## src/rtl/wb_initiator_pkg.sv

```systemverilog
// Shared types and constants for the Wishbone burst initiator.
// FSM state encoding plus fixed bus select and address stride.
package wb_initiator_pkg;

  typedef enum logic [2:0] {
    IDLE,
    WDATA,
    BUS,
    RDATA,
    ABORT,
    DRAIN,
    RESP
  } state_t;

  localparam logic [3:0]  WB_SEL_ALL  = 4'hF;
  localparam logic [31:0] WB_ADR_STEP = 32'd4;

endpackage

```

## src/rtl/wb_burst_initiator.sv

```systemverilog
// Wishbone classic initiator: turns commands into single-word beats,
// streams write/read data and returns one status response per command.
module wb_burst_initiator
  import wb_initiator_pkg::*;
#(
  parameter int unsigned TIMEOUT   = 1023,
  parameter int unsigned LEN_WIDTH = 8
) (
  input  logic                 clk,
  input  logic                 rst_n,
  input  logic                 cmd_valid,
  output logic                 cmd_ready,
  input  logic                 cmd_we,
  input  logic [31:0]          cmd_adr,
  input  logic [LEN_WIDTH-1:0] cmd_len,
  input  logic                 wdata_valid,
  output logic                 wdata_ready,
  input  logic [31:0]          wdata,
  output logic                 rdata_valid,
  input  logic                 rdata_ready,
  output logic [31:0]          rdata,
  output logic                 resp_valid,
  input  logic                 resp_ready,
  output logic                 resp_err,
  output logic [LEN_WIDTH-1:0] resp_count,
  output logic [31:0]          wbm_adr_o,
  output logic [31:0]          wbm_dat_o,
  output logic [3:0]           wbm_sel_o,
  output logic                 wbm_cyc_o,
  output logic                 wbm_stb_o,
  output logic                 wbm_we_o,
  input  logic                 wbm_ack_i,
  input  logic                 wbm_err_i,
  input  logic [31:0]          wbm_dat_i
);

  localparam int unsigned TW =
    (TIMEOUT > 0) ? $clog2(TIMEOUT + 1) : 1;

  state_t               state_q, state_d;
  logic [31:0]          adr_q, adr_d;
  logic [31:0]          dat_q, dat_d;
  logic [31:0]          rdat_q, rdat_d;
  logic [LEN_WIDTH-1:0] len_q, len_d;
  logic [LEN_WIDTH-1:0] cnt_q, cnt_d;
  logic [LEN_WIDTH-1:0] drn_q, drn_d;
  logic [TW-1:0]        tmo_q, tmo_d;
  logic                 we_q, we_d;
  logic                 err_q, err_d;
  logic                 cyc_q, cyc_d;
  logic                 stb_q, stb_d;
  logic                 wbwe_q, wbwe_d;
  logic                 crdy_q, crdy_d;
  logic                 wrdy_q, wrdy_d;
  logic                 rvld_q, rvld_d;
  logic                 resp_q, resp_d;
  logic                 tmo_hit;
  logic                 unused_adr;

  assign unused_adr = ^cmd_adr[1:0];

  assign tmo_hit = (TIMEOUT != 0) &&
                   ((tmo_q + TW'(1)) == TW'(TIMEOUT));

  always_comb begin
    state_d = state_q;
    adr_d   = adr_q;
    dat_d   = dat_q;
    rdat_d  = rdat_q;
    len_d   = len_q;
    cnt_d   = cnt_q;
    drn_d   = drn_q;
    we_d    = we_q;
    err_d   = err_q;
    tmo_d   = '0;
    unique case (state_q)
      IDLE: begin
        if (cmd_valid && crdy_q) begin
          adr_d = {cmd_adr[31:2], 2'b00};
          len_d = cmd_len;
          we_d  = cmd_we;
          cnt_d = '0;
          err_d = 1'b0;
          if (cmd_len == '0) begin
            err_d   = 1'b1;
            state_d = RESP;
          end else if (cmd_we) begin
            state_d = WDATA;
          end else begin
            state_d = BUS;
          end
        end
      end
      WDATA: begin
        if (wdata_valid && wrdy_q) begin
          dat_d   = wdata;
          state_d = BUS;
        end
      end
      BUS: begin
        tmo_d = tmo_q + TW'(1);
        // err beats ack when both arrive together
        if (wbm_err_i) begin
          state_d = ABORT;
        end else if (wbm_ack_i) begin
          cnt_d = cnt_q + LEN_WIDTH'(1);
          adr_d = adr_q + WB_ADR_STEP;
          if (!we_q) begin
            rdat_d  = wbm_dat_i;
            state_d = RDATA;
          end else if (cnt_d == len_q) begin
            state_d = RESP;
          end else begin
            state_d = WDATA;
          end
        end else if (tmo_hit) begin
          state_d = ABORT;
        end
      end
      RDATA: begin
        if (rdata_ready && rvld_q) begin
          state_d = (cnt_q == len_q) ? RESP : BUS;
        end
      end
      ABORT: begin
        err_d = 1'b1;
        // the failed write beat already consumed its data word
        if (we_q && ((cnt_q + LEN_WIDTH'(1)) < len_q)) begin
          drn_d   = len_q - cnt_q - LEN_WIDTH'(1);
          state_d = DRAIN;
        end else begin
          state_d = RESP;
        end
      end
      DRAIN: begin
        if (wdata_valid && wrdy_q) begin
          drn_d = drn_q - LEN_WIDTH'(1);
          if (drn_q == LEN_WIDTH'(1)) begin
            state_d = RESP;
          end
        end
      end
      RESP: begin
        if (resp_ready && resp_q) begin
          state_d = IDLE;
        end
      end
      default: state_d = IDLE;
    endcase
    cyc_d  = (state_d == WDATA) || (state_d == BUS) ||
             (state_d == RDATA);
    stb_d  = (state_d == BUS);
    wbwe_d = cyc_d && we_d;
    crdy_d = (state_d == IDLE);
    wrdy_d = (state_d == WDATA) || (state_d == DRAIN);
    rvld_d = (state_d == RDATA);
    resp_d = (state_d == RESP);
  end

  always_ff @(posedge clk or negedge rst_n) begin
    if (!rst_n) begin
      state_q <= IDLE;
      adr_q   <= '0;
      dat_q   <= '0;
      rdat_q  <= '0;
      len_q   <= '0;
      cnt_q   <= '0;
      drn_q   <= '0;
      tmo_q   <= '0;
      we_q    <= 1'b0;
      err_q   <= 1'b0;
      cyc_q   <= 1'b0;
      stb_q   <= 1'b0;
      wbwe_q  <= 1'b0;
      crdy_q  <= 1'b0;
      wrdy_q  <= 1'b0;
      rvld_q  <= 1'b0;
      resp_q  <= 1'b0;
    end else begin
      state_q <= state_d;
      adr_q   <= adr_d;
      dat_q   <= dat_d;
      rdat_q  <= rdat_d;
      len_q   <= len_d;
      cnt_q   <= cnt_d;
      drn_q   <= drn_d;
      tmo_q   <= tmo_d;
      we_q    <= we_d;
      err_q   <= err_d;
      cyc_q   <= cyc_d;
      stb_q   <= stb_d;
      wbwe_q  <= wbwe_d;
      crdy_q  <= crdy_d;
      wrdy_q  <= wrdy_d;
      rvld_q  <= rvld_d;
      resp_q  <= resp_d;
    end
  end

  assign cmd_ready   = crdy_q;
  assign wdata_ready = wrdy_q;
  assign rdata_valid = rvld_q;
  assign rdata       = rdat_q;
  assign resp_valid  = resp_q;
  assign resp_err    = err_q;
  assign resp_count  = cnt_q;
  assign wbm_adr_o   = adr_q;
  assign wbm_dat_o   = dat_q;
  assign wbm_sel_o   = cyc_q ? WB_SEL_ALL : 4'h0;
  assign wbm_cyc_o   = cyc_q;
  assign wbm_stb_o   = stb_q;
  assign wbm_we_o    = wbwe_q;

endmodule

```

## config.mk

```make
export PLATFORM = sky130hd
export DESIGN_NAME = wb_burst_initiator
export DESIGN_NICKNAME = d
export VERILOG_FILES = /design/src/rtl/wb_initiator_pkg.sv /design/src/rtl/wb_burst_initiator.sv
export SDC_FILE = /design/constraint.sdc
export NUM_CORES = 1
export LEC_CHECK = 0
export CORE_ASPECT_RATIO = 0.8
export CORE_MARGIN = 5
export CORE_UTILIZATION = 40
export DETAILED_ROUTE_END_ITERATION = 7
export PLACE_DENSITY = 0.7
export SLEW_MARGIN = 20
export SYNTH_ARGS = -nofsm -noshare
export SYNTH_HDL_FRONTEND = slang
export SYNTH_SLANG_ARGS = --single-unit
```

## constraint.sdc

```tcl
create_clock -name clk -period 3.5 [get_ports clk]
set_input_delay 0.7 -clock clk [delete_from_list [all_inputs] [get_ports clk]]
set_output_delay 0.7 -clock clk [all_outputs]
set_load 0.02 [all_outputs]
```

==> results of run 1 <==
-- cells in the final DEF (no fill, tap or decap), types with 9 or more instances in the layout --
master,n
nand2_1,51
o21ai_0,47
dfrtp_1,140
o22a_1,12
nand3_1,31
nor2_1,54
mux2_2,61
a21oi_1,57
and3_1,10
inv_1,28
clkdlybuf4s50_1,223
o22ai_1,11
a31oi_1,13
xor2_1,9
xnor2_1,11
nor3_1,10
ha_1,21
buf_4,10
clkbuf_16,17
-- timing repair --
item                                    CTS  global route
setup buffers                             0             0
endpoints found under the setup margin    0             1
resized for setup                         0             1
-- cell type report --
type	count	area (µm²)
flip-flops and latches	140	3500
multi-input cells	502	3460
well taps	230	288
inverters	28	105
clock buffers	18	439
fillers	1535	7670
repair buffers	235	2340
clock inverters	14	148
-- routing by layer --
| layer | share of wire | vias to the layer above | global-route usage |
|---|---|---|---|
| met5 | 0 | - | 0 |
| met4 | 0.0066 | 0 | 0.0455 |
| li1 | - | 2986 | - |
| met3 | 0.11 | 15 | 0.0941 |
| met1 | 0.43 | 3023 | 0.251 |
| met2 | 0.45 | 227 | 0.303 |
-- power breakdown --
| group | switching, mW | internal [mW] | leakage [nW] |
|---|---|---|---|
| Sequential | 0.586 | 2.32 | 1.74 |
| Clock | 0.833 | 0.971 | 0.283 |
| Combinational | 2.40 | 2.19 | 2.26 |
| Total | 3.82 | 5.48 | 4.28 |
-- worst max-delay path, delay by kind of cell, from the launching register on --
family / cells / cell delay (ns)
AND/OR/NAND/NOR: 4 / 1.07
adder cells (fa/ha/maj): 1 / 0.28
XOR/XNOR: 1 / 0.13
flip-flops: 1 / 0.39
buffers and inverters: 1 / 0.12
AO/OA/AOI/OAI: 3 / 0.95
-- through the flow --
step	util	setup WS, ns	hold WS [ns]	instance area, µm²
floorplan	-	0.651	0.404	7240
global route	0.573	0.0489	0.360	10300
detailed placement	0.540	0.403	0.482	9690
global placement	0.540	0.435	0.465	9690
CTS	0.573	0.338	0.333	10300
finish	0.573	0.470	0.306	10300
-- flip-flops by register name, summed over array words and instances, names as in the netlist --
register     cells
tmo_q           10
resp_count       8
wbm_we_o         1
drn_q            8
len_q            8
rdata           32
wbm_cyc_o        1
wdata_ready      1
resp_valid       1
resp_err         1
state_q          3
wbm_adr_o       30
wbm_dat_o       32
cmd_ready        1
we_q             1
rdata_valid      1
wbm_stb_o        1
-- worst max-delay path by stage --
stage                             start          to  slack (ns)  cells past startpoint
after floorplan           resp_count[1]   cmd_ready        0.65                     14
after global placement    resp_count[1]  resp_valid        0.44                     10
after detailed placement  resp_count[1]   cmd_ready        0.40                     10
after CTS                 resp_count[1]   cmd_ready        0.34                     10
after global routing      resp_count[0]   cmd_ready        0.05                     12
final                     resp_count[1]   cmd_ready        0.47                     10
-- cells by family (layout without fill, tap and decap cells) --
| kind of cell | after synthesis | after routing |
|---|---|---|
| XOR/XNOR | 20 | 20 |
| adder cells (fa/ha/maj) | 22 | 22 |
| AND/OR/NAND/NOR | 214 | 214 |
| buffers and inverters | 69 | 295 |
| other | 1 | 2 |
| AO/OA/AOI/OAI | 179 | 179 |
| multiplexers | 65 | 65 |
| flip-flops | 140 | 140 |
==> qor.txt, run 1 <==
IO buf count -> 224
Syn Area/Cell -> 10.2 µm²
Ys async rst share -> 1.00
Crit-path max FO -> 4
# hold bufs at CTS -> 0
Cell variety after synth -> 69
Outcome -> finished, final reports clean
N_diodes -> 0
Crit path kind -> reg -> reg
Worst-Margin Slew -> 0.751 ns
Num rows -> 44
Endpoint class of the critical path -> flop
Setup TNS -> 0 ns
Die Width -> 160 µm
Routed Antenna Nets -> 0
Worst path cell trace -> inv_1, nor3_1, and3_1, xnor2_1, ha_1, a221oi_1, a21oi_1, o311ai_1, nand4_1, nor4_1
Synth Area in Compound Gates -> 0.154
Clock Latency Late Sink -> 0.43 ns
Final non-filler cell total -> 1167
Worst Setup Start Kind -> flop
Fin. max-slew vios -> 0
Total power -> 9.29 mW
Ports -> 229
Vias -> 6251
Dpl hpwl -> 14.8 mm
Yosys warns -> 0
Starting Density -> 0.403
EDFF count, synth -> 0
Die area -> 20900 µm²
Placer's final routability congestion estimate -> 0.856
# nets final -> 1059
Arr. time, crit path -> 3.35 ns
Max_cap viols -> 0
CTS tree -> done
Flops & latches, synth -> 140
Layout cells sized above 1 -> 0.128
Pleak -> 4.28 nW
First-pass detailed-route iteration total -> 5
Adder-Cell Fraction of Synth Area -> 0.0391
Yosys top cell area share -> 0.484
Commonest cells in the netlist -> dfrtp_1 (140), mux2_2 (61), a21oi_1 (57), nor2_1 (55), nand2_1 (51)
Max Fclk -> 330 MHz
RSZ-0062 raised after global routing -> false
Clk pin slew, worst setup/hold paths -> 0.06 ns
Layout area overhead -> 41.9%
First-pass GRT wire length -> 32.5 mm
DR WL/cell -> 17.7 µm
Via density -> 5.36
Chip height -> 130 µm
CP peak stage delay -> 0.44 ns
DR iter-0 viols -> 308
Simple-gate portion of the synthesized area -> 0.156
FF-to-FF path depth -> 10
Synth Cell Area -> 7240 µm²
Root Driver -> clkbuf_16
CTS Sinks -> 140
Initial antenna violation count -> 0
Cell Pwr Density -> 904 nW/µm²
Sequential share of the synthesized area -> 0.484
Main synth FF type -> dfrtp_1
Slew headroom -> 0.499
Req. time, crit path -> 3.82 ns
Cell taking the most area after synthesis -> dfrtp_1
Vias in the first global route -> 6206
Grt total ovfl -> 0
Placed cell count -> 1135
VDD IR max -> 0.492 mV
Period utilisation layout -> 0.866
Largest net degree at the start of global routing -> 80
Cell count after synthesis -> 710
Slowest CP cell -> o311ai_1
Reg2reg start -> resp_count[1]
Core box area -> 17900 µm²
Mux cell area share after synthesis -> 0.101
# DRC -> 0
Final setup violation count -> 0
Hold Crit Class -> in -> async
Critical R2R Capture -> cmd_ready
CTS max path bufs -> 2
Final Hold Viols -> 0
Main combinational cell family by area after synthesis -> simple AND/OR/NAND/NOR gates
Layout Skew -> 0.0121 ns
Top-count cell post-synth -> dfrtp_1
Clock period minus worst slack -> 3.03 ns
Total Routing Usage GR -> 0.196
Post-Route WL -> 20.7 mm
Htree depth -> 4
Synth top area cells -> dfrtp_1 (48%), mux2_2 (9.5%), a21oi_1 (3.9%)
Reg2Reg Setup Slack -> 0.47 ns
Xor-xnor portion of the synthesized cell area -> 0.0242
TritonCTS Buffers -> 17
(Power assumes the default switching activity.)
==> run 2: changes to the inputs <==
--- a/config.mk
+++ b/config.mk
@@ -7,9 +7,10 @@
 export LEC_CHECK = 0
 export CORE_ASPECT_RATIO = 0.8
 export CORE_MARGIN = 5
-export CORE_UTILIZATION = 40
+export CORE_UTILIZATION = 47
 export DETAILED_ROUTE_END_ITERATION = 7
-export PLACE_DENSITY = 0.7
+export GPL_TIMING_DRIVEN = 0
+export PLACE_DENSITY = 0.8
 export SLEW_MARGIN = 20
 export SYNTH_ARGS = -nofsm -noshare
 export SYNTH_HDL_FRONTEND = slang
==> run 2 against run 1 <==
Clock power increased by 2%. Global-route usage increased by 4.6 points. Critical path depth increased by 4. Worst setup slack got worse by 0.22 ns. Non-clock buffer count increased by 31. Worst hold slack got worse by 0.071 ns. Count of clock-buffer cells in the layout increased by 1. Via count increased by 4.4%. Cell count increased by 1.0%. Core utilization increased by 12 points.
==> qor.txt, run 2 (synthesis gave the netlist of run 1 again) <==
Outcome -> finished, final reports clean
Crit path kind -> reg -> reg
Commonest non-fill, non-tap cell in the layout -> clkdlybuf4s50_1
Req. time, crit path -> 3.82 ns
TritonCTS Buffers -> 17
Hold Crit Class -> in -> async
Chip height -> 121 µm
First-pass detailed-route iteration total -> 7
Max Fclk -> 308 MHz
Clock period minus worst slack -> 3.25 ns
Worst Setup Start Kind -> flop
# hold bufs at CTS -> 0
Htree depth -> 4
RSZ-0062 raised after global routing -> false
CP peak stage delay -> 0.39 ns
Post-Route WL -> 21.7 mm
Root Driver -> clkbuf_16
VDD IR max -> 0.561 mV
Pleak -> 4.35 nW
Sw power -> 3.85 mW
Endpoint class of the critical path -> flop
Die area -> 18000 µm²
Final setup violation count -> 0
Final Hold Viols -> 0
# DRC -> 0
Placer's final routability congestion estimate -> 0.856
Starting Density -> 0.481
First-pass GRT wire length -> 34.5 mm
Vias in the first global route -> 6477
Max_cap viols -> 0
Initial antenna violation count -> 1
IO buf count -> 224
Final non-filler cell total -> 1179
CTS max path bufs -> 2
Sequential Power Share -> 0.302
Core box area -> 15100 µm²
# nets final -> 1090
Num rows -> 40
Post-CTS sizing -> 0
Largest net degree at the start of global routing -> 76
Slew headroom -> 0.520
CTS tree -> done
Cell Pwr Density -> 914 nW/µm²
Clk pin slew, worst setup/hold paths -> 0.06 ns
Post-CTS Setup Inserts -> 0
Worst-Margin Slew -> 0.715 ns
Setup TNS -> 0 ns
Clock Latency Late Sink -> 0.43 ns
Layout cells sized above 1 -> 0.131
Cell Int Power -> 5.65 mW
Dpl hpwl -> 16.1 mm
Layout area overhead -> 43.6%
Die Width -> 149 µm
DR iter-0 viols -> 488
Fin. max-slew vios -> 0
Commonest cells after routing, fill and taps aside -> clkdlybuf4s50_1 (223), dfrtp_1 (140), mux2_2 (61)
Slowest CP cell -> dfrtp_1
Arr. time, crit path -> 3.56 ns
Period utilisation layout -> 0.927
Placed cell count -> 1146
Total Routing Usage GR -> 0.242
Grt total ovfl -> 0
Via density -> 5.53
Combinational Power Share -> 0.504
Layout Skew -> 0.0120 ns
Clock power share -> 0.193
Sw frac -> 0.406
Routed Antenna Nets -> 0
Hold_ws -> 0.236 ns
Vias -> 6524
Crit-path max FO -> 6
CTS Sinks -> 140
Ports -> 229
DR WL/cell -> 18.4 µm
Worst path cell trace -> inv_1, nor3_1, nand3_1, nor3_1, xor2_1, ha_1, nand2_1, nor3_2, a21oi_1, nor4_1, and2_0, buf_2, inv_1, nor4_2
==> run 2: per-stage QoR <==
stage | utilization | worst slack (ns) | cell area, µm² | total power [mW]
floorplan | - | 0.651 | 7240 | 5.53
global placement | 0.647 | -4.07 | 9750 | 7.52
detailed placement | 0.649 | 0.215 | 9780 | 7.61
CTS | 0.689 | 0.0880 | 10400 | 9.50
global route | 0.690 | 0.0490 | 10400 | 10.1
finish | 0.690 | 0.254 | 10400 | 9.50
==> run 2: final cells by class <==
class	count	area (µm²)
Antenna cell	1	2.50
Buffer	41	199
Clock buffer	19	443
Clock inverter	13	154
Fill cell	1143	4670
Inverter	28	105
Multi-Input combinational cell	502	3450
Sequential cell	140	3500
Tap cell	210	263
Timing Repair Buffer	225	2270
==> run 2: final timing paths <==
check / from / endpoint / slack [ns] / cells past startpoint
max: resp_count[1] / cmd_ready / 0.25 / 14
min: rst_n / wbm_dat_o[4] / 0.24 / 1
max reg2reg: resp_count[1] / cmd_ready / 0.25 / 14
min reg2reg: rdata[7] / rdata[7] / 0.49 / 1
max in group asynchronous: rst_n / tmo_q[0] / 2.53 / 2
min in group clk: rdata[7] / rdata[7] / 0.49 / 1
==> run 2: critical path, delay by kind of cell, from the launching register on <==
family / cells / cell delay [ns]
AND/OR/NAND/NOR: 8 / 1.76
AO/OA/AOI/OAI: 1 / 0.13
buffers and inverters: 3 / 0.38
XOR/XNOR: 1 / 0.13
adder cells (fa/ha/maj): 1 / 0.35
flip-flops: 1 / 0.39
==> run 2: per-layer routing <==
| layer | part of all wire | wire [µm] | track usage | vias to the layer above |
|---|---|---|---|---|
| met2 | 0.46 | 9910 | 0.367 | 318 |
| met4 | 0.013 | 274 | 0.0658 | 0 |
| met3 | 0.13 | 2750 | 0.115 | 27 |
| met5 | 0 | 0 | 0 | - |
| li1 | - | - | - | 3045 |
| met1 | 0.40 | 8800 | 0.312 | 3134 |
==> run 2: power by group through the flow <==
stage	registers (mW)	clock network, mW	logic, mW
finish	2.87	1.84	4.79
global route	2.98	1.94	5.16
CTS	2.86	1.86	4.78
detailed placement	2.88	0	4.73
global placement	2.85	0	4.67
floorplan	3.51	0	2.02
